File: config.mk
export PLATFORM = sky130hd
export DESIGN_NAME = fnd_scan_controller_flat
export DESIGN_NICKNAME = d
export VERILOG_FILES = /design/src/rtl/fnd_scan_controller_if.sv /design/src/rtl/fnd_scan_controller.sv /design/src/flat_wrapper.sv
export SDC_FILE = /design/constraint.sdc
export NUM_CORES = 1
export LEC_CHECK = 0
export BUFFER_PORTS_ARGS = -buffer_cell sky130_fd_sc_hd__buf_4
export CORE_ASPECT_RATIO = 1.25
export CORE_UTILIZATION = 60
export CTS_CLUSTER_SIZE = 10
export DETAILED_ROUTE_END_ITERATION = 16
export GPL_TIMING_DRIVEN = 0
export HOLD_SLACK_MARGIN = 0.12
export PLACE_DENSITY = 0.88
export RECOVER_POWER = 50
export REMOVE_ABC_BUFFERS = 1
export SYNTH_ARGS = -nofsm -noshare
export SYNTH_HDL_FRONTEND = slang
export SYNTH_SLANG_ARGS = --single-unit
export TNS_END_PERCENT = 50
File: constraint.sdc
create_clock -name clk -period 2.94 [get_ports clk]
set_input_delay 0.588 -clock clk [delete_from_list [all_inputs] [get_ports clk]]
set_output_delay 0.588 -clock clk [all_outputs]
set_load 0.02 [all_outputs]
File: src/rtl/fnd_scan_controller_if.sv
// Load-side bus of fnd_scan_controller: value to show, load strobe,
// per-digit decimal points and the busy flag returned by the converter.
interface fnd_scan_controller_if #(
  parameter int DIGITS = 4,
  parameter int DATA_W = 14
);
  logic [DATA_W-1:0] data;
  logic              data_valid;
  logic [DIGITS-1:0] dp_mask;
  logic              busy;

  // The producer drives the value and strobe, the controller answers busy.
  modport master (
    output data,
    output data_valid,
    output dp_mask,
    input  busy
  );

  // The controller side of the same bus.
  modport slave (
    input  data,
    input  data_valid,
    input  dp_mask,
    output busy
  );
endinterface

File: src/rtl/fnd_scan_controller.sv
// fnd_scan_controller: binary-to-BCD converter (sequential double dabble)
// feeding a time-multiplexed common-anode 7-segment bank of DIGITS positions.
// Optional feature macro: FND_LZB_EN enables leading-zero blanking.
// Segment bytes are {dp,g,f,e,d,c,b,a}, active-low; commons are active-low.
module fnd_scan_controller #(
  parameter int CLK_HZ  = 100_000_000,
  parameter int SCAN_HZ = 1_000,
  parameter int DIGITS  = 4,
  parameter int DATA_W  = 14
) (
  input  logic                 clk,
  input  logic                 reset_n,
  fnd_scan_controller_if.slave bus,
  output logic [7:0]           fnd_data,
  output logic [DIGITS-1:0]    fnd_com
);

  // Largest decimal value that fits on the bank, 10^n as a 64-bit constant.
  function automatic logic [63:0] pow10(input int n);
    logic [63:0] r;
    r = 64'd1;
    for (int i = 0; i < n; i++) r = r * 64'd10;
    return r;
  endfunction

  localparam int DIV_TC  = CLK_HZ / SCAN_HZ - 1;
  localparam int DIV_W   = (DIV_TC > 0) ? $clog2(DIV_TC + 1) : 1;
  localparam int IDX_W   = (DIGITS > 1) ? $clog2(DIGITS) : 1;
  // floor(0.3*DATA_W)+1 decimal digits always hold a DATA_W-bit value
  // for the supported widths; never fewer than the displayed digits.
  localparam int MIN_BCD = (DATA_W * 3) / 10 + 1;
  localparam int BCD_N   = (MIN_BCD > DIGITS) ? MIN_BCD : DIGITS;
  localparam int BCD_W   = 4 * BCD_N;
  localparam int CNT_W   = $clog2(DATA_W + 1);
  localparam logic [63:0] MAX_SHOWN = pow10(DIGITS) - 64'd1;

  typedef enum logic [1:0] {
    IDLE,
    CONV,
    DONE
  } state_t;

  state_t            state;
  state_t            state_next;

  logic [DATA_W-1:0] bin_reg;
  logic [BCD_W-1:0]  bcd_reg;
  logic [BCD_W-1:0]  bcd_adj;
  logic [CNT_W-1:0]  count;
  logic              conv_ovf;

  logic [4*DIGITS-1:0] disp_bcd;
  logic                disp_ovf;
`ifdef FND_LZB_EN
  logic [DIGITS-1:0]   disp_blank;
  logic [DIGITS-1:0]   lzb_mask;
  logic                seen_nonzero;
`endif

  logic [DIV_W-1:0]  div_count;
  logic              tick;
  logic [IDX_W-1:0]  idx;
  logic [IDX_W-1:0]  idx_next;
  logic [3:0]        nib_next;
  logic [7:0]        code_next;

  // Segment pattern for one decimal digit; unused nibble values stay dark.
  function automatic logic [7:0] seg_code(input logic [3:0] nib);
    logic [7:0] c;
    case (nib)
      4'd0:    c = 8'hc0;
      4'd1:    c = 8'hf9;
      4'd2:    c = 8'ha4;
      4'd3:    c = 8'hb0;
      4'd4:    c = 8'h99;
      4'd5:    c = 8'h92;
      4'd6:    c = 8'h82;
      4'd7:    c = 8'hf8;
      4'd8:    c = 8'h80;
      4'd9:    c = 8'h90;
      default: c = 8'hff;
    endcase
    return c;
  endfunction

  assign bus.busy = (state != IDLE);

  // Converter state register.
  always_ff @(posedge clk or negedge reset_n) begin
    if (!reset_n) state <= IDLE;
    else          state <= state_next;
  end

  // Converter sequencing: load in IDLE, DATA_W shift cycles, one publish cycle.
  always_comb begin
    state_next = state;
    case (state)
      IDLE:    if (bus.data_valid) state_next = CONV;
      CONV:    if (count == CNT_W'(1)) state_next = DONE;
      DONE:    state_next = IDLE;
      default: state_next = IDLE;
    endcase
  end

  // Add 3 to every BCD nibble of 5 or more ahead of the next left shift.
  always_comb begin
    bcd_adj = bcd_reg;
    for (int i = 0; i < BCD_N; i++) begin
      if (bcd_reg[4*i +: 4] >= 4'd5) bcd_adj[4*i +: 4] = bcd_reg[4*i +: 4] + 4'd3;
    end
  end

  // Double-dabble datapath: capture on load, then shift {bcd,bin} left once per cycle.
  always_ff @(posedge clk or negedge reset_n) begin
    if (!reset_n) begin
      bin_reg  <= '0;
      bcd_reg  <= '0;
      count    <= '0;
      conv_ovf <= 1'b0;
    end else begin
      case (state)
        IDLE: begin
          if (bus.data_valid) begin
            bin_reg  <= bus.data;
            bcd_reg  <= '0;
            count    <= CNT_W'(DATA_W);
            conv_ovf <= (64'(bus.data) > MAX_SHOWN);
          end
        end
        CONV: begin
          bcd_reg <= BCD_W'({bcd_adj, bin_reg[DATA_W-1]});
          bin_reg <= bin_reg << 1;
          count   <= count - 1'b1;
        end
        default: ;
      endcase
    end
  end

`ifdef FND_LZB_EN
  // Blank every digit above the most significant nonzero one; units always shown.
  always_comb begin
    lzb_mask     = '0;
    seen_nonzero = 1'b0;
    for (int i = DIGITS - 1; i > 0; i--) begin
      if (bcd_reg[4*i +: 4] != 4'd0) seen_nonzero = 1'b1;
      lzb_mask[i] = !seen_nonzero;
    end
  end
`endif

  // Display register is only written in DONE, so a half-converted value never shows.
  always_ff @(posedge clk or negedge reset_n) begin
    if (!reset_n) begin
      disp_bcd   <= '0;
      disp_ovf   <= 1'b0;
`ifdef FND_LZB_EN
      disp_blank <= ~DIGITS'(1);
`endif
    end else if (state == DONE) begin
      disp_bcd   <= bcd_reg[4*DIGITS-1:0];
      disp_ovf   <= conv_ovf;
`ifdef FND_LZB_EN
      disp_blank <= lzb_mask;
`endif
    end
  end

  assign tick = (div_count == DIV_W'(DIV_TC));

  // Free-running scan divider producing a one-cycle tick at the terminal count.
  always_ff @(posedge clk or negedge reset_n) begin
    if (!reset_n)  div_count <= '0;
    else if (tick) div_count <= '0;
    else           div_count <= div_count + 1'b1;
  end

  // Pattern for the digit the next tick will select.
  always_comb begin
    if (idx == IDX_W'(DIGITS - 1)) idx_next = '0;
    else                           idx_next = idx + 1'b1;
    nib_next = disp_bcd[4*idx_next +: 4];
    if (disp_ovf)                  code_next = 8'hbf;
`ifdef FND_LZB_EN
    else if (disp_blank[idx_next]) code_next = 8'hff;
`endif
    else                           code_next = seg_code(nib_next);
    if (bus.dp_mask[idx_next]) code_next[7] = 1'b0;
  end

  // Registered pin drivers, advanced only on scan ticks so nothing glitches between them.
  always_ff @(posedge clk or negedge reset_n) begin
    if (!reset_n) begin
      idx      <= IDX_W'(DIGITS - 1);
      fnd_com  <= '1;
      fnd_data <= 8'hff;
    end else if (tick) begin
      idx      <= idx_next;
      fnd_com  <= ~(DIGITS'(1) << idx_next);
      fnd_data <= code_next;
    end
  end

endmodule
File: src/flat_wrapper.sv
// flat-port wrapper written by rule: the top's interface ports become plain ports
module fnd_scan_controller_flat 
#(
  parameter int CLK_HZ  = 100_000_000,
  parameter int SCAN_HZ = 1_000,
  parameter int DIGITS  = 4,
  parameter int DATA_W  = 14
)
  (clk, reset_n, fnd_data, fnd_com, bus_data, bus_data_valid, bus_dp_mask, bus_busy);
  fnd_scan_controller_if #(.DIGITS(DIGITS), .DATA_W(DATA_W)) bus_i ();
  input  logic clk;
  input  logic reset_n;
  output logic [7:0] fnd_data;
  output logic [DIGITS-1:0] fnd_com;
  input wire logic [$bits(bus_i.data)-1:0] bus_data;
  input wire logic [$bits(bus_i.data_valid)-1:0] bus_data_valid;
  input wire logic [$bits(bus_i.dp_mask)-1:0] bus_dp_mask;
  output wire logic [$bits(bus_i.busy)-1:0] bus_busy;
  assign bus_i.data = bus_data;
  assign bus_i.data_valid = bus_data_valid;
  assign bus_i.dp_mask = bus_dp_mask;
  assign bus_busy = bus_i.busy;
  fnd_scan_controller #(.CLK_HZ(CLK_HZ), .SCAN_HZ(SCAN_HZ), .DIGITS(DIGITS), .DATA_W(DATA_W)) u_core (.clk(clk), .reset_n(reset_n), .bus(bus_i), .fnd_data(fnd_data), .fnd_com(fnd_com));
endmodule
# Yosys cells after proc, flatten, opt, wreduce, memory -nomap -nowiden
# Memory sizes are Yosys's and may differ from the RTL's.
# Cells that the tools add are included.
# Widths: inputs -> output; s select.
# op_classes
reduce_logical	6
bitwise	1
mux	20
eq_ne	7
addsub	8
order_cmp	7
n_shift	2
# op_table
cell	n
$pmux 20 s2	1
$pmux 14 s2	1
$ge 4x3->1 const B	5
$mux 20	1
$mux 4	5
$add 17x1->17 const B	1
$eq 17x17->1 const B	1
$mux 17	1
$add 4x2->4 const B	4
$shiftx 16x5->4	1
$gt 14x14->1 const B	1
$mux 14	1
$mux 8	1
$pmux 4 s2	1
$mux 2	3
$reduce_and 2->1	3
$eq 2x2->1 const B	2
$eq 4x1->1 const B	1
$not 4->4	1
$pmux 2 s2	1
$reduce_bool 2->1	2
$shl 1x2->4 const A	1
$sub 4x1->4 const B	1
$add 3x2->3 const B	1
other kinds (9)	10
# totals
word_cells	63
out_inout_bits	13
n_memories	1
romBits	112
input_bits	21
register_bits	89
# mem_list
name	depth	width	read_ports	rd_clocked_by_memory_dff	write_ports	line_no	source
(no name shown)	16	7	1	0	0	fnd_scan_controller.sv:70	case (nib)

# Depth between registers and ports, before layout
# Gate-level depths: netlist (run 1).
# An unclocked memory read counts as a cell.
# logic_depth
word_depth	6
mapped_depth	9
mapped_depth_nobuf	8

# Worst setup path before layout (run 1)
# OpenSTA, ideal clock, no wires.
# synth_timing
path_kind	register -> register
start	reg u_core.idx[0]
end	reg u_core.fnd_data[3]
t_arrival_ns	2.271
setup_ns	0.073
required_time_ns	2.867
path_stages_with_launch	9
period_less_slack_ns	2.344
n_path_buf	0
slack_ns	0.596
cell_sequence	dfstp_2 -> inv_1 -> ha_1 -> mux4_2 -> ha_1 -> inv_1 -> o21ai_0 -> and3_1 -> a21oi_1
# synth_between
elab_chain_len	5
elab_cells_between_ends	6
classes_between	1 x add/sub; 1 x eq/ne; 1 x shift; 2 x mux; 1 x memory
# synth_rtl
element	line_no	source
start, declared	fnd_scan_controller.sv:62	logic [IDX_W-1:0] idx;
start signal, assigned	fnd_scan_controller.sv:194	idx <= IDX_W'(DIGITS - 1);
start signal, assigned	fnd_scan_controller.sv:198	idx <= idx_next;
$add 2x1->2 or $eq 2x2->1 (tied branches)	fnd_scan_controller.sv:181, fnd_scan_controller.sv:180	
$mux 2 (*)	fnd_scan_controller.sv:180	if (idx == IDX_W'(DIGITS - 1)) idx_next = '0;
via u_core.idx_next[1]	fnd_scan_controller.sv:63	logic [IDX_W-1:0] idx_next;
$shiftx 16x5->4 (*)	fnd_scan_controller.sv:182	nib_next = disp_bcd[4*idx_next +: 4];
$mem_v2 16x7 (*)	-	
$mux 8 (*)	fnd_scan_controller.sv:183	if (disp_ovf) code_next = 8'hbf;
end signal, assigned	fnd_scan_controller.sv:200	fnd_data <= code_next;
end, declared	fnd_scan_controller.sv:14	output logic [7:0] fnd_data,
# Mark *: on every way through the listed nets, which the timed path passes. The rest lies on a longest branch.
# A chain may end at the register's enable or synchronous reset.

# Final worst setup path (run 1)
# Same ends and word-level chain as after synthesis.

==> results.md, run 1 <==
- Worst Hold Class: primary input to flip-flop
- Internal power: approximately 2300 µW
- CP top delay family: adder cells
- Unique masters post-synth: 47
- Synth Area per Inst: 10.3 µm²
- Initial antenna violation count: 0
- Most frequent cells in the layout: dfrtp_1 (71), nand2_1 (58), nor2_1 (32), buf_4 (32), o21ai_0 (24)
- Largest net degree at the start of global routing: between 80 and 90
- Crit-path cells: inv_1 -> ha_2 -> mux4_2 -> ha_1 -> inv_1 -> o21ai_0 -> and3_1 -> a21oi_1
- Sw frac: a little under two fifths
- Final period util: 93.9%
- Lkg Pwr: around 0.0021 µW
- Synth top area share: 41.7%
- GR Util All Layers: around 24%
- Data arrival time of the critical path: between 3 and 4 ns
- DRT antenna net count: 0
- Share of layout cells above drive strength 1: between 20% and 30%
- Max reg flops: 17
- CP Launch Type: flip-flop
- Post-CTS Setup Bufs: 0
- Hold Fails Final Rpt: 0
- CTS clk-pin slew, worst paths: ~0.09 ns
- Ant. Diodes: 0
- Slew Limit Fails: 86
- RSZ-0062 raised after global routing: no
- CTS root buf: clkbuf_8
- Clock skew: 0.0106 ns
- GP Congestion: about 0.8
- Failing checks: capacitance limit, slew limit
- CTS H-tree depth: 3
- Detailed Route WL: 8300 µm
- Crit path kind: flip-flop to flip-flop
- Crit-path max cell delay: around 0.6 ns
- Num Clock Sinks: 85
- Vias in the first global route: roughly 3100
- Max_slew headroom: -37.9%
- Global-route wire length before repair: 14000 µm
- Psw: 1380 µW
- Worst-skew pair later-pin latency: 0.35 ns
- P&R area growth vs syn: 11.2%
- Core area: approximately 0.0067 mm²
- Detailed Place HPWL: ~5600 µm
- Yosys warns: 0
- Area leader, netlist: dfrtp_1
- Cells on worst reg2reg path: 8
- Drt wl/cell: ~16 µm
- Die Area: roughly 0.0074 mm²
- Final #Nets: 479
- Hold Path Stages: 3
- Synthesized flop and latch total: 85
- Initial Util: between 60% and 70%
- Comb pwr share: about 32%
- # port buffers: 33
- Tmin final: 2.76 ns
- Fin area: about 0.0047 mm²
- Critical path launch point: u_core.idx[0]
- Power Dens Cells: 782 mW/mm²
- Max-cap viol count: 1
- Hold endpoint: u_core.bin_reg[0]
- Total global routing overflow: 0
- Status: finished with violations
- Fin util: 70.8%
- Crit-path most repeated cell: inv_1
- Post-synthesis cell area: ~0.0043 mm²
- Longest Clk Path Bufs: 2
- Max Clock Freq: around 0.36 GHz
- Hold_sp: bus_data[0]
- Top cells by area, synth: dfrtp_1 (42%), dfstp_2 (8.6%), nand2_1 (5.1%), ha_1 (5.0%), mux2_2 (4.5%)
- Clk pwr share: 20.7%
- Req. time, crit path: 3.23 ns
- Via Count: 3156
- Reg2Reg Capture Point: u_core.fnd_data[3]
- Die Height: ~96 µm
- Post-DP Area: around 0.0045 mm²
- IO Count: 34
- Worst Path Buf+Inv: 2
- Setup slack, reg-to-reg: 0.18 ns
- Starting DRT DRC Count: between 150 and 200
- Sequential share of power: roughly 47%
- Row count: 33
- CTS tree: built
- Setup violators final: 0
- Peak supply drop: about 0.00060 V
- Most common cell after layout, fill and taps aside: dfrtp_1
- Setup crit end kind: flip-flop
- Gate Count Post-Synth: roughly 420
- Least-Margin Pin Slew: between 2 and 2.5 ns
- FF-to-FF Start: u_core.idx[0]
- Slowest cell on the critical path: mux4_2
- CTS Buf Count: 9
- Register area share after synthesis: roughly 50%
- DRT Pass-1 Iters: 4
- CP max FO: 23
- Via/cell ratio: a little under 6
- DIE WIDTH: 77.4 µm
- Residual DRC: 0
## worst reg2reg max path, stage by stage (launching register included)
cell	delay [ns]
dfstp_2	0.60
inv_1	0.09
ha_2	0.60
mux4_2	0.62
ha_1	0.33
inv_1	0.05
o21ai_0	0.07
and3_1	0.18
a21oi_1	0.16
## cell type report
| cell class | instances | area (µm²) |
|---|---|---|
| inverters | 15 | 56.3 |
| flip-flops and latches | 85 | 2140 |
| clock buffers | 10 | 138 |
| clock inverters | 6 | 47.5 |
| repair buffers | 34 | 260 |
| well taps | 87 | 109 |
| multi-input cells | 296 | 1980 |
| fillers | 497 | 1950 |
## cells in the mapped netlist, drive strengths merged
| master | number |
|---|---|
| a211oi | 3 |
| a21o | 1 |
| a21oi | 18 |
| a221oi | 1 |
| a22oi | 13 |
| a311o | 1 |
| a31oi | 3 |
| a32o | 5 |
| and2 | 4 |
| and3 | 4 |
| and3b | 1 |
| and4 | 2 |
| buf | 8 |
| clkbuf | 11 |
| dfrtp | 71 |
| dfstp | 14 |
| ha | 17 |
| inv | 15 |
| mux2 | 17 |
| mux2i | 3 |
| mux4 | 4 |
| nand2 | 58 |
| nand2b | 7 |
| nand3 | 18 |
| nand4 | 2 |
| nand4b | 1 |
| nor2 | 33 |
| nor2b | 3 |
| nor3 | 10 |
| nor3b | 3 |
| nor4 | 1 |
| nor4b | 1 |
| o211ai | 1 |
| o21a | 2 |
| o21ai | 24 |
| o221a | 1 |
| o311ai | 1 |
| o31ai | 5 |
| o32ai | 4 |
| or2 | 1 |
| or3 | 1 |
| xnor2 | 12 |
| xor2 | 10 |
## cells by family (layout without fill, tap and decap cells)
group / Yosys count / count (layout) / synth area share (%)
simple gates: 150 / 150 / 16.5
flops: 85 / 85 / 50.4
compound gates: 83 / 83 / 12.7
buf+inv: 34 / 65 / 3.35
mux: 24 / 24 / 7.61
xor+xnor: 22 / 22 / 4.52
fa+ha+maj: 17 / 17 / 4.99
## worst max path at each step
stage                          to  slack (ns)  cells past startpoint
6_report       u_core.fnd_data[3]        0.18                      8
5_1_grt        u_core.fnd_data[3]        0.03                      8
4_1_cts        u_core.fnd_data[3]        0.17                      8
3_5_place_dp   u_core.fnd_data[3]       -0.01                      8
3_3_place_gp   u_core.fnd_data[3]        0.06                      8
2_1_floorplan  u_core.fnd_data[3]        0.25                      8
## per-layer routing
layer  global-route usage [%]  routed length, µm
met5                        0                  0
met4                     8.81                107
met3                     5.78                335
met2                     42.6               4330
met1                     29.3               3530
## power by group through the flow
stage | Clock, µW | Sequential [µW] | Combinational [µW]
floorplan | 0 | 1660 | 908
global placement | 0 | 1730 | 1090
detailed placement | 0 | 1750 | 1180
CTS | 782 | 1730 | 1200
global route | 831 | 1780 | 1370
finish | 766 | 1740 | 1190
## stage by stage
step           power [µW]  setup TNS [ns]  setup slack, ns  cells  hold WS [ns]
6_report             3700               0            0.178    533         0.433
5_1_grt              3970               0           0.0344    533         0.418
4_1_cts              3710               0            0.172    533         0.422
3_5_place_dp         2930         -0.0128          -0.0128    517         0.466
3_3_place_gp         2820               0           0.0597    516         0.459
2_1_floorplan        2570               0            0.250    396         0.292
## timing repair
action | CTS | global route
gates resized for setup | 1 | 0
setup endpoints to repair | 1 | 0
hold buffers | 0 | 0
Power figures use the tool's default switching activity.
==> run 2, diff against run 1 <==
--- a/config.mk
+++ b/config.mk
@@ -7,12 +7,11 @@
 export LEC_CHECK = 0
 export BUFFER_PORTS_ARGS = -buffer_cell sky130_fd_sc_hd__buf_4
 export CORE_ASPECT_RATIO = 1.25
-export CORE_UTILIZATION = 60
+export CORE_UTILIZATION = 46
 export CTS_CLUSTER_SIZE = 10
 export DETAILED_ROUTE_END_ITERATION = 16
-export GPL_TIMING_DRIVEN = 0
 export HOLD_SLACK_MARGIN = 0.12
-export PLACE_DENSITY = 0.88
+export PLACE_DENSITY = 0.72
 export RECOVER_POWER = 50
 export REMOVE_ABC_BUFFERS = 1
 export SYNTH_ARGS = -nofsm -noshare
==> run 2 against run 1 <==
Against the previous run:
- the run still ends with capacitance limit, slew limit left
- hold slack lost 0.015 ns
- sequential share of layout area shrank 0.46 points
- sequential power is essentially flat
- critical path depth is the same
- first-iteration DRC count shrank 20%
- via count shrank 1.0%
- global-route usage shrank 5.4 points
- cell area grew 1.0%
- count of clock-buffer cells in the layout grew 3
- clock power shrank 6.1%
- total power shrank 1.7%
- critical path type unchanged
- largest power group unchanged
- highest routed layer unchanged
==> results.md, run 2 (same netlist as run 1, synthesis figures left out) <==
- Fin area: 0.00478 mm² (+1.0%)
- RSZ-0062 raised after global routing: no
- Num Clock Sinks: 85 (unchanged)
- DRT antenna net count: 0 (unchanged)
- Hold_sp: bus_data[0]
- Slowest cell on the critical path: mux4_2
- Vias in the first global route: 2973 (-3.5%)
- Total global routing overflow: 0 (unchanged)
- Global-route wire length before repair: 13800 µm (-1.6%)
- Cells on worst reg2reg path: 8 (unchanged)
- Max reg flops: 17 (unchanged)
- Crit path kind: flip-flop to flip-flop
- Max Clock Freq: 0.374 GHz (+3.3%)
- DIE WIDTH: 88.1 µm (+14%)
- Power Dens Cells: 761 mW/mm² (-2.7%)
- Share of layout cells above drive strength 1: 20.1% (-0.76 points)
- Hold Fails Final Rpt: 0 (unchanged)
- Clock skew: 0.00975 ns (-0.000881 ns)
- Req. time, crit path: 3.23 ns (about the same)
- Row count: 38 (+15%)
- FF-to-FF Start: u_core.idx[0]
- # fillers: 839 (+69%)
- Slew Limit Fails: 73 (-15%)
- Worst Hold Class: primary input to flip-flop
- Post-CTS Setup Bufs: 0 (unchanged)
- Die Height: 110 µm (+14%)
- CTS Buf Count: 9 (unchanged)
- Initial Util: 48.2% (-16 points)
- Initial antenna violation count: 0 (unchanged)
- Area of the multi-input gates: 0.00197 mm² (-0.38%)
- Status: finished with violations
- Setup crit end kind: flip-flop
- GR Util All Layers: 18.9% (-5.4 points)
- IO Count: 34 (unchanged)
- Drt wl/cell: 14.3 µm (-7.9%)
- Via Count: 3124 (-1.0%)
- Core area: 0.00884 mm² (+32%)
- CTS clk-pin slew, worst paths: 0.08 ns (about the same)
- Final period util: 91.0% (-3.0 points)
- Final #Nets: 487 (+1.7%)
- Lkg Pwr: 0.00212 µW (+0.76%)
- Max_slew headroom: -18.1% (+20 points)
- Via/cell ratio: 5.45 (-7.9%)
- Detailed Place HPWL: 5700 µm (+1.7%)
- CTS H-tree depth: 3 (unchanged)
- Setup violators final: 0 (unchanged)
- Crit-path max cell delay: 0.61 ns (about the same)
- Max-cap viol count: 1 (unchanged)
- CTS Hold Bufs: 0 (unchanged)
- Peak supply drop: 0.000428 V (-29%)
- Starting DRT DRC Count: 140 (-20%)
- Crit-path cells: inv_1 -> ha_1 -> mux4_2 -> ha_1 -> inv_1 -> o21ai_0 -> and3_1 -> a21oi_1
- CP max FO: 11 (-52%)
- Ant. Diodes: 0 (unchanged)
- Most common cell after layout, fill and taps aside: dfrtp_1
- Total negative setup slack: 0 ns (unchanged)
- Tot Pwr: 3640 µW (-1.7%)
- # port buffers: 33 (unchanged)
- Data arrival time of the critical path: 2.97 ns (-0.08 ns)
- Hold Path Stages: 3 (unchanged)
- Most frequent cells in the layout: dfrtp_1 (71), nand2_1 (58), buf_4 (38), nor2_1 (32), o21ai_0 (24)
- FF/Latch Area: 0.00214 mm² (unchanged)
- Fin util: 54.1% (-17 points)
- Post-DP Area: 0.00464 mm² (+2.0%)
- CTS tree: built
- Tmin final: 2.67 ns (-0.0875 ns)
- CP Launch Type: flip-flop
- Die Area: 0.00965 mm² (+30%)
- Least-Margin Pin Slew: 1.77 ns (-0.297 ns)
- Detailed Route WL: 8220 µm (-1.0%)
- Largest net degree at the start of global routing: 73 (-15%)
- Worst-skew pair later-pin latency: 0.36 ns (about the same)
- Residual DRC: 0 (unchanged)
- GP Congestion: 0.857 (+5.3%)
- DRT Pass-1 Iters: 4 (unchanged)
- Longest Clk Path Bufs: 2 (unchanged)
- Critical path launch point: u_core.idx[0]
- CTS root buf: clkbuf_8
- Failing checks: capacitance limit, slew limit
- P&R area growth vs syn: 12.3%
- Post_cts resized: 0 (-1)
## run 2: cell types whose count changed in the layout (fill, tap and decap cells not counted), moves of 2 or more
| cell | change |
|---|---|
| clkbuf_1 | +6 |
| clkinv_4 | -3 |
| buf_4 | +6 |
| nor2b_2 | -2 |
| nor2b_1 | +2 |
## run 2: worst max-delay path: cells and delay by family (launching register included)
family,cells,cell delay (ns)
and+or+nand+nor,1,0.18
muxes,1,0.61
buffers and inverters,2,0.15
AOI/OAI and AO/OA,2,0.21
DFF,1,0.59
adders and majority gates,2,0.87
## run 2: final timing paths
path,to,slack [ns]
max,u_core.fnd_data[3],0.27
min,u_core.bin_reg[0],0.42
max reg2reg,u_core.fnd_data[3],0.27
min reg2reg,u_core.fnd_data[7],0.48
max in group asynchronous,u_core.fnd_data[5],0.94
min in group asynchronous,u_core.div_count[15],0.69
## run 2: layer usage
| layer | up-vias | GRT usage [%] | routed length [µm] |
|---|---|---|---|
| met5 | - | 0 | 0 |
| met4 | 0 | 7.03 | 134 |
| met3 | 10 | 4.65 | 219 |
| met2 | 39 | 30.4 | 4060 |
| met1 | 1552 | 24.7 | 3800 |
| li1 | 1523 | - | - |
## run 2: cell type report
| class | instances | area share, % |
|---|---|---|
| clock inverters | 2 | 0.209 |
| inverters | 15 | 1.18 |
| well taps | 120 | 3.14 |
| flip-flops and latches | 85 | 44.8 |
| multi-input cells | 296 | 41.2 |
| repair buffers | 42 | 6.30 |
| clock buffers | 13 | 3.11 |
## run 2: per-stage QoR
stage | setup WS [ns] | instances | hold slack (ns)
after floorplan | 0.250 | 396 | 0.292
after global placement | 0.356 | 558 | 0.461
after detailed placement | 0.301 | 558 | 0.468
after CTS | 0.281 | 573 | 0.381
after global routing | 0.142 | 573 | 0.406
final | 0.266 | 573 | 0.418
## run 2: where the power goes
group | switching [µW] | leakage, µW | total, µW | internal [µW]
sequential | 284 | 0.00104 | 1740 | 1460
clock | 395 | 0.0000833 | 719 | 324
combinational | 645 | 0.000996 | 1180 | 533
total | 1320 | 0.00212 | 3640 | 2320
==> run 3, diff against run 2 <==
--- a/config.mk
+++ b/config.mk
@@ -5,7 +5,7 @@
 export SDC_FILE = /design/constraint.sdc
 export NUM_CORES = 1
 export LEC_CHECK = 0
-export BUFFER_PORTS_ARGS = -buffer_cell sky130_fd_sc_hd__buf_4
+export BUFFER_PORTS_ARGS = -buffer_cell sky130_fd_sc_hd__buf_2
 export CORE_ASPECT_RATIO = 1.25
 export CORE_UTILIZATION = 46
 export CTS_CLUSTER_SIZE = 10
==> run 3 against run 2 <==
Against the previous run:
- largest power group unchanged
- clock skew shrank 0.0022 ns
- critical path depth is the same
- highest routed layer unchanged
- cell count grew 0.35%
- combinational power is essentially flat
- clock power grew 36%
- the run still ends with capacitance limit, slew limit left
- critical endpoint unchanged
- worst setup slack gained 0.025 ns
- total power grew 6.8%
- cell area grew 0.34%
- hold slack gained 0.0060 ns
==> results.md, run 3 (same netlist as run 1, synthesis figures left out) <==
- Core area: 0.00884 mm² (unchanged)
- Peak supply drop: 0.000354 V (-17%)
- Ant. Diodes: 0 (unchanged)
- Initial antenna violation count: 0 (unchanged)
- Via/cell ratio: 5.37 (-1.5%)
- Sequential share of power: 44.8% (-3.1 points)
- CTS clk-pin slew, worst paths: 0.08 ns (about the same)
- Comb pwr share: 30.1% (-2.3 points)
- DRT Pass-1 Iters: 4 (unchanged)
- Power Dens Cells: 810 mW/mm² (+6.4%)
- Hold Path Stages: 3 (unchanged)
- Placed cells: 559 (+0.18%)
- Crit path kind: flip-flop to flip-flop
- Starting DRT DRC Count: 188 (+34%)
- Drt wl/cell: 14.2 µm (-0.78%)
- FF-to-FF Start: u_core.idx[0]
- Slew Limit Fails: 78 (+6.8%)
- CTS Hold Bufs: 0 (unchanged)
- Data arrival time of the critical path: 2.95 ns (-0.02 ns)
- Psw: 1330 µW (+0.36%)
- Hold slack: 0.424 ns (+0.00598 ns)
- Sw frac: 34.2% (-2.2 points)
- Tmin final: 2.65 ns (-0.0254 ns)
- Lkg Pwr: 0.00216 µW (+1.5%)
- Internal power: 2560 µW (+10%)
- Max-cap viol count: 1 (unchanged)
- Share of layout cells above drive strength 1: 21.3% (+1.2 points)
- Num Clock Sinks: 85 (unchanged)
- Least-Margin Pin Slew: 1.88 ns (+0.107 ns)
- Cells on worst reg2reg path: 8 (unchanged)
- Failing checks: capacitance limit, slew limit
- Max reg flops: 17 (unchanged)
- Vias in the first global route: 2920 (-1.8%)
- Largest net degree at the start of global routing: 78 (+6.8%)
- GR Util All Layers: 18.7% (-0.23 points)
- IO Count: 34 (unchanged)
- CTS H-tree depth: 3 (unchanged)
- Final #Nets: 488 (+0.21%)
- Clock skew: 0.00753 ns (-0.00223 ns)
- Die Area: 0.00965 mm² (unchanged)
- CTS tree: built
- Final period util: 90.1% (-0.86 points)
- Req. time, crit path: 3.24 ns (about the same)
- Max Clock Freq: 0.378 GHz (+0.96%)
- CTS root buf: clkbuf_8
- P&R area growth vs syn: 12.7%
- Most common cell after layout, fill and taps aside: dfrtp_1
- CP Launch Type: flip-flop
- Total negative setup slack: 0 ns (unchanged)
- Clk pwr share: 25.1% (+5.4 points)
- Detailed Route WL: 8180 µm (-0.44%)
- Post-CTS Setup Bufs: 0 (unchanged)
- Initial Util: 48.2% (unchanged)
- Final Non-Filler Cells: 575 (+0.35%)
- RSZ-0062 raised after global routing: no
- CTS Buf Count: 9 (unchanged)
- Die Height: 110 µm (unchanged)
- Total global routing overflow: 0 (unchanged)
- Fin util: 54.3% (+0.18 points)
- # port buffers: 33 (unchanged)
- DRT antenna net count: 0 (unchanged)
- Hold_sp: bus_data[0]
- Critical path launch point: u_core.idx[0]
- Worst-skew pair later-pin latency: 0.36 ns (about the same)
- Setup crit end kind: flip-flop
- Status: finished with violations
- Tot Pwr: 3890 µW (+6.8%)
- Most frequent cells in the layout: dfrtp_1 (71), nand2_1 (58), nor2_1 (32), buf_2 (32), o21ai_0 (24)
- Hold Fails Final Rpt: 0 (unchanged)
- Max_slew headroom: -25.3% (-7.1 points)
- # fillers: 789 (-6.0%)
- Via Count: 3089 (-1.1%)
- Post_cts resized: 0 (unchanged)
- Longest Clk Path Bufs: 2 (unchanged)
- Detailed Place HPWL: 5870 µm (+3.0%)
- CP max FO: 11 (unchanged)
- Worst Hold Class: primary input to flip-flop
- DIE WIDTH: 88.1 µm (unchanged)
- GP Congestion: 0.857 (about the same)
- Row count: 38 (unchanged)
- Setup violators final: 0 (unchanged)
- Residual DRC: 0 (unchanged)
- Global-route wire length before repair: 13800 µm (-0.20%)
run 3: changes by cell type in the layout (fill, tap and decap cells not counted), sizes merged:
cell    before  now
clkinv       2    1
buf         38   40
clkbuf      17   16
bufinv       0    2
run 3: power groups by stage:
stage               Combinational, µW  Clock (µW)  Sequential (µW)
global route                     1320        1050             1790
detailed placement               1180           0             1760
floorplan                         908           0             1660
CTS                              1180        1000             1740
global placement                 1120           0             1750
finish                           1170         976             1740
run 3: area by class of cell:
| type | count | area, µm² | area share [%] |
|---|---|---|---|
| sequential | 85 | 2140 | 44.7 |
| multi-input combinational | 296 | 1970 | 41.1 |
| timing repair buffer | 43 | 233 | 4.85 |
| clock buffer | 13 | 179 | 3.73 |
| tap | 120 | 150 | 3.13 |
| clock inverter | 3 | 65.1 | 1.36 |
| inverter | 15 | 56.3 | 1.17 |
run 3: routing by layer:
layer  GRT usage, %  vias up  wire (µm)
met5              0        -          0
met4           6.34        0         97
met3           4.73       10        257
met2           30.5       51       4180
met1           24.2     1501       3650
li1               -     1527          -
run 3: worst paths after layout:
kind	slack [ns]	to
worst max-delay path	0.29	u_core.fnd_data[3]
worst max register to register	0.29	u_core.fnd_data[3]
worst min register to register	0.48	u_core.fnd_com[3]
max in group asynchronous	1.05	u_core.fnd_data[2]
min in group asynchronous	0.75	u_core.div_count[12]
worst min-delay path	0.42	u_core.bin_reg[0]
run 3: stage by stage:
stage / instance area (µm²) / worst slack (ns)
floorplan: 4170 / 0.250
global placement: 4570 / 0.361
detailed placement: 4570 / 0.312
CTS: 4810 / 0.295
global route: 4800 / 0.153
finish: 4800 / 0.291
run 3: worst max-delay path, stage by stage (launching register included):
cell	delay, ns
dfstp_2	0.59
inv_1	0.09
ha_1	0.52
mux4_2	0.61
ha_1	0.34
inv_1	0.06
o21ai_0	0.07
and3_1	0.18
a21oi_1	0.14
